## config.mk

```make
export PLATFORM = sky130hd
export DESIGN_NAME = memory_arbiter
export DESIGN_NICKNAME = d
export VERILOG_FILES = /design/src/rtl/cpu_pkg.sv /design/src/rtl/arb_timeout_ctr.sv /design/src/rtl/memory_arbiter.sv
export SDC_FILE = /design/constraint.sdc
export NUM_CORES = 1
export LEC_CHECK = 0
export BUFFER_PORTS_ARGS = -buffer_cell sky130_fd_sc_hd__clkbuf_2
export CAP_MARGIN = 20
export CORE_MARGIN = 4
export CORE_UTILIZATION = 43
export DETAILED_ROUTE_END_ITERATION = 12
export GPL_ROUTABILITY_DRIVEN = 1
export PLACE_DENSITY_LB_ADDON = 0.25
export REMOVE_ABC_BUFFERS = 1
export SETUP_SLACK_MARGIN = 0.2
export SYNTH_ARGS = -nofsm -noshare
export SYNTH_HDL_FRONTEND = slang
export SYNTH_HIERARCHICAL = 1
export SYNTH_SLANG_ARGS = --single-unit
```

## constraint.sdc

```tcl
create_clock -name CLK -period 3.95 [get_ports CLK]
set_input_delay 0.5925 -clock CLK [delete_from_list [all_inputs] [get_ports CLK]]
set_output_delay 0.5925 -clock CLK [all_outputs]
set_load 0.02 [all_outputs]
```

## src/rtl/cpu_pkg.sv

```systemverilog
// Shared CPU package.
// Contents:
//   cuOPType            - control-unit operation type used by the datapath
//   arb_state_t         - memory arbiter FSM state encoding
//   ARB_TIMEOUT_DEFAULT - default RAM wait limit for the memory arbiter
//   arb_ctr_width()     - counter width able to hold values 0..limit-1
`timescale 1ns/1ps
package cpu_pkg;

    typedef enum logic [3:0] {
        OP_ADD  = 4'd0,
        OP_SUB  = 4'd1,
        OP_AND  = 4'd2,
        OP_OR   = 4'd3,
        OP_XOR  = 4'd4,
        OP_SLL  = 4'd5,
        OP_SRL  = 4'd6,
        OP_SRA  = 4'd7,
        OP_SLT  = 4'd8,
        OP_SLTU = 4'd9,
        OP_LUI  = 4'd10,
        OP_NOP  = 4'd15
    } cuOPType;

    typedef enum logic [1:0] {
        ARB_IDLE = 2'd0,
        ARB_IREQ = 2'd1,
        ARB_DREQ = 2'd2,
        ARB_RESP = 2'd3
    } arb_state_t;

    localparam int ARB_TIMEOUT_DEFAULT = 255;

    // Width of a counter that must reach limit-1; never narrower than 1 bit.
    function automatic int arb_ctr_width(input int limit);
        return (limit < 2) ? 1 : $clog2(limit);
    endfunction

endpackage

```

## src/rtl/arb_timeout_ctr.sv

```systemverilog
// RAM wait counter for the memory arbiter.
// Ports:
//   clk, rst  - clock, asynchronous active-high reset
//   clear     - zero the count (held while the arbiter is idle)
//   enable    - one RAM busy cycle observed this cycle
//   expired   - combinational: this busy cycle is the LIMIT-th one
`timescale 1ns/1ps
module arb_timeout_ctr
    import cpu_pkg::*;
#(
    parameter int LIMIT = ARB_TIMEOUT_DEFAULT
) (
    input  logic clk,
    input  logic rst,
    input  logic clear,
    input  logic enable,
    output logic expired
);

    localparam int CW = arb_ctr_width(LIMIT);
    localparam logic [CW-1:0] LAST = CW'(LIMIT - 1);

    logic [CW-1:0] count_q;
    logic [CW-1:0] count_d;

    // count_q holds the number of busy cycles already seen, so the current
    // busy cycle is the LIMIT-th one when count_q has reached LIMIT-1.
    assign expired = enable && (count_q == LAST);

    always_comb begin
        count_d = count_q;
        if (clear) begin
            count_d = '0;
        end else if (enable) begin
            count_d = count_q + 1'b1;
        end
    end

    always_ff @(posedge clk or posedge rst) begin
        if (rst) begin
            count_q <= '0;
        end else begin
            count_q <= count_d;
        end
    end

endmodule

```

## src/rtl/memory_arbiter.sv

```systemverilog
// Memory arbiter: serialises instruction fetches and data loads/stores onto
// a single RAM port. Data requests win over fetches when both are pending.
// Ports:
//   CLK, RST                  - clock, asynchronous active-high reset
//   imemRen, imemaddr         - instruction fetch request
//   dmmRen, dmmWen, dmmaddr,
//   dmmstore                  - data load/store request (Ren&Wen = store)
//   i_ready / d_ready         - one-cycle completion pulses
//   imemload / dmmload        - captured read data, held between accesses
//   arb_err                   - pulses with the ready when the access timed out
//   ram_ren, ram_wen,
//   ram_addr, ram_wdata       - registered RAM strobes / address / data
//   ram_rdata, ram_busy       - RAM read data and wait indication
//   dbg_state                 - current FSM state
// Handshake: a request is taken only in IDLE; strobes are held through the
// wait, the access completes in the first strobed cycle with ram_busy=0 (or
// after TIMEOUT_CYCLES busy cycles), and one RESP cycle carries the ready
// pulse before returning to IDLE. Requests are never sampled outside IDLE.
`timescale 1ns/1ps
module memory_arbiter
    import cpu_pkg::*;
#(
    parameter int TIMEOUT_CYCLES = ARB_TIMEOUT_DEFAULT
) (
    input  logic        CLK,
    input  logic        RST,
    input  logic        imemRen,
    input  logic [31:0] imemaddr,
    input  logic        dmmRen,
    input  logic        dmmWen,
    input  logic [31:0] dmmaddr,
    input  logic [31:0] dmmstore,
    output logic        i_ready,
    output logic        d_ready,
    output logic [31:0] imemload,
    output logic [31:0] dmmload,
    output logic        ram_ren,
    output logic        ram_wen,
    output logic [31:0] ram_addr,
    output logic [31:0] ram_wdata,
    input  logic [31:0] ram_rdata,
    input  logic        ram_busy,
    output logic        arb_err,
    output arb_state_t  dbg_state
);

    arb_state_t  state_q, state_d;
    logic        wr_q, wr_d;
    logic        ram_ren_q, ram_ren_d;
    logic        ram_wen_q, ram_wen_d;
    logic [31:0] ram_addr_q, ram_addr_d;
    logic [31:0] ram_wdata_q, ram_wdata_d;
    logic        i_ready_q, i_ready_d;
    logic        d_ready_q, d_ready_d;
    logic        arb_err_q, arb_err_d;
    logic [31:0] imemload_q, imemload_d;
    logic [31:0] dmmload_q, dmmload_d;

    logic in_access;
    logic ctr_clear;
    logic ctr_enable;
    logic timed_out;

    assign in_access  = (state_q == ARB_IREQ) || (state_q == ARB_DREQ);
    // Counter is zero whenever an access starts because it is cleared in IDLE.
    assign ctr_clear  = (state_q == ARB_IDLE);
    assign ctr_enable = in_access && ram_busy;

    arb_timeout_ctr #(
        .LIMIT(TIMEOUT_CYCLES)
    ) u_timeout (
        .clk    (CLK),
        .rst    (RST),
        .clear  (ctr_clear),
        .enable (ctr_enable),
        .expired(timed_out)
    );

    // All outputs are registered, so they are computed from the next state:
    // strobes are asserted when entering/remaining in IREQ/DREQ, readies when
    // entering RESP.
    always_comb begin
        state_d     = state_q;
        wr_d        = wr_q;
        ram_ren_d   = 1'b0;
        ram_wen_d   = 1'b0;
        ram_addr_d  = ram_addr_q;
        ram_wdata_d = ram_wdata_q;
        i_ready_d   = 1'b0;
        d_ready_d   = 1'b0;
        arb_err_d   = 1'b0;
        imemload_d  = imemload_q;
        dmmload_d   = dmmload_q;

        unique case (state_q)
            ARB_IDLE: begin
                if (dmmRen || dmmWen) begin
                    state_d     = ARB_DREQ;
                    wr_d        = dmmWen;
                    ram_ren_d   = !dmmWen;
                    ram_wen_d   = dmmWen;
                    ram_addr_d  = dmmaddr;
                    ram_wdata_d = dmmWen ? dmmstore : 32'h0;
                end else if (imemRen) begin
                    state_d     = ARB_IREQ;
                    wr_d        = 1'b0;
                    ram_ren_d   = 1'b1;
                    ram_addr_d  = imemaddr;
                    ram_wdata_d = 32'h0;
                end
            end

            ARB_IREQ: begin
                if (!ram_busy) begin
                    state_d    = ARB_RESP;
                    i_ready_d  = 1'b1;
                    imemload_d = ram_rdata;
                end else if (timed_out) begin
                    state_d    = ARB_RESP;
                    i_ready_d  = 1'b1;
                    arb_err_d  = 1'b1;
                    imemload_d = 32'h0;
                end else begin
                    ram_ren_d  = 1'b1;
                end
            end

            ARB_DREQ: begin
                if (!ram_busy) begin
                    state_d   = ARB_RESP;
                    d_ready_d = 1'b1;
                    if (!wr_q) begin
                        dmmload_d = ram_rdata;
                    end
                end else if (timed_out) begin
                    state_d   = ARB_RESP;
                    d_ready_d = 1'b1;
                    arb_err_d = 1'b1;
                    dmmload_d = 32'h0;
                end else begin
                    ram_ren_d = !wr_q;
                    ram_wen_d = wr_q;
                end
            end

            ARB_RESP: begin
                state_d = ARB_IDLE;
            end

            default: begin
                state_d = ARB_IDLE;
            end
        endcase
    end

    always_ff @(posedge CLK or posedge RST) begin
        if (RST) begin
            state_q     <= ARB_IDLE;
            wr_q        <= 1'b0;
            ram_ren_q   <= 1'b0;
            ram_wen_q   <= 1'b0;
            ram_addr_q  <= 32'h0;
            ram_wdata_q <= 32'h0;
            i_ready_q   <= 1'b0;
            d_ready_q   <= 1'b0;
            arb_err_q   <= 1'b0;
            imemload_q  <= 32'h0;
            dmmload_q   <= 32'h0;
        end else begin
            state_q     <= state_d;
            wr_q        <= wr_d;
            ram_ren_q   <= ram_ren_d;
            ram_wen_q   <= ram_wen_d;
            ram_addr_q  <= ram_addr_d;
            ram_wdata_q <= ram_wdata_d;
            i_ready_q   <= i_ready_d;
            d_ready_q   <= d_ready_d;
            arb_err_q   <= arb_err_d;
            imemload_q  <= imemload_d;
            dmmload_q   <= dmmload_d;
        end
    end

    assign i_ready   = i_ready_q;
    assign d_ready   = d_ready_q;
    assign imemload  = imemload_q;
    assign dmmload   = dmmload_q;
    assign ram_ren   = ram_ren_q;
    assign ram_wen   = ram_wen_q;
    assign ram_addr  = ram_addr_q;
    assign ram_wdata = ram_wdata_q;
    assign arb_err   = arb_err_q;
    assign dbg_state = state_q;

endmodule

```

## Word-level counts from Yosys, hierarchy flattened

Cells that the tools add are included.
Widths: inputs -> output; s select.

- $add $sub $neg: 1
- Eq/ne operators: 8
- Muxes and demuxes: 35
- Reductions and logical operators: 14

Operators with widths:

| kind | count |
|---|---|
| $mux 32 | 9 |
| $mux 1 | 17 |
| $mux 8 | 2 |
| $add 8x1->8 const B | 1 |
| $eq 8x8->1 const B | 1 |
| $mux 2 | 4 |
| $ne 3x2->1 const B | 2 |
| $pmux 2 s3 | 1 |
| $reduce_and 2->1 | 3 |
| $eq 2x2->1 const B | 2 |
| $reduce_bool 2->1 | 2 |
| $pmux 1 s3 | 1 |
| $reduce_and 3->1 | 1 |
| $eq 2x1->1 const B | 1 |
| $logic_and 1x1->1 | 2 |
| $logic_not 1->1 | 2 |
| $logic_not 2->1 | 1 |
| $logic_or 1x1->1 | 2 |
| $ne 2x1->1 const B | 1 |
| $ne 2x2->1 const B | 1 |
| $pmux 1 s2 | 1 |
| $reduce_or 2->1 | 1 |

- Register bits: 144
- Bits of input ports: 134
- Output and inout bits: 135
- Logic and storage cells: 70

## Depth between registers and ports, before layout

- Depth in word-level cells: 7
- Depth in mapped cells: 10
- Gate-level depth less buffers: 8

## Cells and area by module

Netlist, hierarchy kept.

By module, submodules not included:

| module | instances | cells an instance | area an instance (µm²) | sequential area each (µm²) |
|---|---|---|---|---|
| memory_arbiter | 1 | 430 | 5597.9 | 3403.3 |
| arb_timeout_ctr | 1 | 42 | 419.2 | 200.2 |

## Worst setup path before layout

Ideal clock, no wire load.

- Kind: input to register
- Start point: input port ram_busy
- End point: register dmmload_q[6], in the netlist dmmload[6]
- Arrival: 2.417 ns
- Required time: 3.822 ns
- Slack: 1.405 ns
- Cell stages on the path: 10
- Path buffers: 4
- Cells stage by stage: clkbuf_2 clkbuf_1 and2_1 buf_6 nand4_4 nor2_1 nand2b_1 nand3_4 buf_6 mux2_1

- Word-level cells in the longest chain between the ends: 4
- Elaborated cells on any way between the ends: 6
- Classes of those cells: 2 x eq/ne; 1 x mux; 3 x reduce/logical

Ends and longest elaborated chain:

| element | line | RTL |
|---|---|---|
| start, declared | memory_arbiter.sv:42 | `input logic ram_busy,` |
| $logic_and 1x1->1 | memory_arbiter.sv:67 | `assign ctr_enable = in_access && ram_busy;` |
| via ctr_enable | memory_arbiter.sv:61 | `logic ctr_enable;` |
| $logic_and 1x1->1 | arb_timeout_ctr.sv:28 | `assign expired = enable && (count_q == LAST);` |
| via timed_out | memory_arbiter.sv:62 | `logic timed_out;` |
| $ne 2x1->1 (no line) | - |  |
| $reduce_and 3->1 (no line) | - |  |
| end signal, assigned | memory_arbiter.sv:180 | `dmmload_q <= dmmload_d;` |
| end, declared | memory_arbiter.sv:57 | `logic [31:0] dmmload_q, dmmload_d;` |

The timed path passes the listed nets, and every way through them passes these cells.
A chain may end at the register's enable or synchronous reset.

## Worst setup path after layout

- Start point: register state_q[0], in the netlist dbg_state[0]
- End point: register dmmload_q[6], in the netlist dmmload[6]

- Word-level cells in the longest chain between the ends: 6
- Elaborated cells on any way between the ends: 7
- Classes of those cells: 3 x eq/ne; 4 x reduce/logical

Ends and longest elaborated chain:

| element | line | RTL |
|---|---|---|
| start, declared | memory_arbiter.sv:47 | `arb_state_t state_q, state_d;` |
| start signal, assigned | memory_arbiter.sv:170 | `state_q <= state_d;` |
| $eq 2x1->1 or $eq 2x2->1 (tied branches) | memory_arbiter.sv:64 | `assign in_access = (state_q == ARB_IREQ) \|\| (state_q == ARB_DREQ);` |
| $logic_or 1x1->1 (*) | memory_arbiter.sv:64 |  |
| $logic_and 1x1->1 (*) | memory_arbiter.sv:67 |  |
| via ctr_enable | memory_arbiter.sv:61 |  |
| $logic_and 1x1->1 (*) | arb_timeout_ctr.sv:28 |  |
| via timed_out | memory_arbiter.sv:62 |  |
| $ne 2x1->1 (no line) (*) | - |  |
| $reduce_and 3->1 (no line) (*) | - |  |

The timed path passes the listed nets; every way through them passes the cells marked *.

==> flow_summary.json <==
{
  "grt_first_pass_wirelength_um": 24700,
  "ys.flop_type": "dfrtp_1",
  "wl_per_cell_um": 17.1,
  "fillers": 1126,
  "reg2reg_from": "dbg_state[0]",
  "crit_chain": "inv_1, ha_1, and2_1, nand4_4, nor2_1, nand2b_1, nand3_4, mux2_1",
  "slew_headroom_pct": 37.5,
  "holdWs_ns": 0.179,
  "synth_compound_gate_area_share_pct": 14.3,
  "die_w_um": 126,
  "initial_utilization_pct": 44.7,
  "drt-initial-drc-count": 200,
  "ys_types": 34,
  "dpl_cell_area_um2": 7440,
  "synth_edf_count": 0,
  "place.gp.congestion": 0.825,
  "ff2ff_setup_slack_ns": 1.03,
  "core-area_um2": 13500,
  "p_sw_w": 0.00274,
  "synth_commonest_cells": "144 x dfrtp_1, 65 x a22o_1, 37 x nand2_1",
  "yosys.area_share.simple_pct": 8.67,
  "p_per_area_nw_per_um2": 880,
  "avgViaCountPerCell": 5.11,
  "cts_root_buffer": "clkbuf_16",
  "synth_top_family_by_area": "compound AO/OA/AOI/OAI gates",
  "cts_tree": "built",
  "arrival_ns": 3.21,
  "combPwrFrac_pct": 38.9,
  "fin_crit_ns": 2.92,
  "n_antenna_cell": 0,
  "cts_resized": 0,
  "ant_nets": 0,
  "drcViolationCount": 0,
  "drive_above_1_share_pct": 46.0,
  "worst_path_max_delay_cell": "mux2_1",
  "synthMuxAreaShare_pct": 11.3,
  "dp_hpwl_um": 11600,
  "clock_power_share_pct": 26.3,
  "wl_um": 15800,
  "worst_pin_slew_ns": 0.938,
  "grt_pass1_vias": 4740,
  "power_frac_seq_pct": 34.8,
  "synth_async_sr_flop_share_pct": 100,
  "syn-cell-area_um2": 6020,
  "synth_adder_area_share_pct": 1.46,
  "floorplan.die_area_um2": 15900,
  "antenna_found_initial": 0,
  "insertion_delay_ns": 0.41,
  "outcome": "completed",
  "rows": 42,
  "hold_viol": 0,
  "vdd_ir_drop_max_mv": 0.415,
  "overflow": 0,
  "ys_warn_count": 6,
  "numPortBuffers": 268,
  "fin_setup_tns_ns": 0,
  "total_power_w": 0.00721,
  "fin_crit_sh_pct": 74.0,
  "synth_cells": 472,
  "drv_slew": 0,
  "worstHoldPathType": "in -> async",
  "cts_hold_buf": 0,
  "r2r_cells": 8,
  "clk_path_buf_depth": 2,
  "end_kind": "register",
  "setup_viol": 0,
  "netSwitchingFraction_pct": 38.0,
  "clk_pin_slew_ns": 0.06,
  "crit_required_ns": 4.23,
  "vias": 4707,
  "yosys.area.top_type_share_pct": 59.9,
  "p_leak_nw": 4.29,
  "synth_top_area_cell": "dfrtp_1",
  "clock_sinks": 144,
  "fin_skew_ns": 0.00629,
  "final_nets": 874,
  "r2r_end": "dmmload[6]",
  "synth_most_common_cell": "dfrtp_1",
  "max_stage_delay_ns": 0.46,
  "cts_buffers": 17,
  "critPathCapture": "dmmload[6]",
  "netlist_top_cells_area": "dfrtp_1 60%, a22o_1 9.5%, mux2_2 5.8%",
  "grt_use_total_pct": 19.4,
  "synth_xor_area_share_pct": 0.582,
  "yosysSeqAreaShare_pct": 59.9,
  "yosys_register_bits": 144,
  "crit_type": "reg -> reg",
  "crit_fanout": 32,
  "h-tree-depth": 4,
  "first_pass_iters": 4,
  "startpoint_type": "register",
  "fmax_mhz": 342,
  "post_cts_buffers": 0,
  "crit_start": "dbg_state[0]",
  "p_int_w": 0.00446,
  "drv_cap": 0,
  "syn_to_final_growth_pct": 36.1,
  "ioPinCount": 269,
  "final_area_um2": 8190,
  "grt_max_degree": 114,
  "avgSynthCellArea_um2": 12.7,
  "rsz0062_at_grt": "false",
  "dieHeight_um": 126
}
[placed cells by master (no fill, tap or decap), types with 2 or more instances in the layout]
cell,netlist,routed
clkbuf_1,7,2
or3_1,3,3
clkinv_4,0,3
and2_1,3,3
nand2_1,37,37
a21oi_1,7,7
clkbuf_16,0,17
nor2b_1,35,34
nor2_1,7,7
buf_12,0,2
mux2_2,31,31
o211ai_1,2,2
nand2b_1,2,2
a211oi_1,2,2
mux2i_1,32,32
clkbuf_2,1,268
o22ai_1,2,2
o21ai_1,6,6
a22o_1,65,65
buf_4,7,5
nand4_1,4,4
xor2_1,3,3
ha_1,7,7
bufinv_16,0,7
inv_1,7,6
o21ai_0,29,29
dfrtp_1,144,144
and3_1,2,2
inv_6,0,3
[metal layers]
metal / up-vias / track usage [%] / wire length (µm)
li1: 2199 / - / -
met1: 2268 / 24.1 / 6550
met2: 212 / 30.6 / 7400
met3: 28 / 7.02 / 1420
met4: 0 / 8.14 / 414
met5: - / 0 / 0
[final cells by class]
| type | count | area [µm²] | share of cell area (%) |
|---|---|---|---|
| Clock buffer | 20 | 447 | 5.46 |
| Clock inverter | 12 | 254 | 3.10 |
| Inverter | 7 | 31.3 | 0.382 |
| Multi-Input combinational cell | 287 | 2190 | 26.7 |
| Sequential cell | 144 | 3600 | 44.0 |
| Tap cell | 176 | 220 | 2.69 |
| Timing Repair Buffer | 276 | 1450 | 17.7 |
[power by group through the flow]
stage                     Combinational (W)  Sequential [W]  Clock [W]
after floorplan                     0.00101         0.00323          0
after global placement              0.00276         0.00250          0
after detailed placement            0.00285         0.00252          0
after CTS                           0.00284         0.00251    0.00193
after global routing                0.00301         0.00258    0.00199
final                               0.00280         0.00251    0.00189
[cells by family (layout without fill, tap and decap cells)]
kind of cell	Yosys count	count (layout)
flops	144	144
mux	64	64
xor+xnor	4	4
fa+ha+maj	7	7
compound gates	116	116
simple gates	96	96
buf+inv	41	315
[how the worst min path moves through the flow]
stage | endpoint | slack, ns | cells after the start
floorplan | u_timeout/count_q[0] | 0.41 | 1
global placement | ram_addr[23] | 0.46 | 2
detailed placement | ram_addr[7] | 0.47 | 2
CTS | u_timeout/count_q[5] | 0.17 | 2
global route | u_timeout/count_q[6] | 0.20 | 2
finish | u_timeout/count_q[6] | 0.18 | 2
[registers in the layout, indices dropped and copies added, names as in the netlist]
name               count
dmmload               32
ram_wdata             32
dbg_state              2
imemload              32
wr_q                   1
i_ready                1
ram_wen                1
d_ready                1
u_timeout/count_q      8
ram_ren                1
ram_addr              32
arb_err                1
[stage by stage]
step / std cells / utilization (%) / setup slack, ns
2_1_floorplan: 438 / - / -0.282
3_3_place_gp: 888 / 55.3 / 1.19
3_5_place_dp: 888 / 55.3 / 1.00
4_1_cts: 920 / 60.5 / 0.998
5_1_grt: 922 / 60.9 / 0.770
6_report: 922 / 60.9 / 1.03
[critical path, delay by kind of cell, from the launching register on]
family | cells | cell delay (ns)
buffers and inverters | 1 | 0.12
DFF | 1 | 0.43
muxes | 1 | 0.46
adders and majority gates | 1 | 0.39
and+or+nand+nor | 5 | 1.39
No activity file was read; power rests on OpenSTA's default activity.
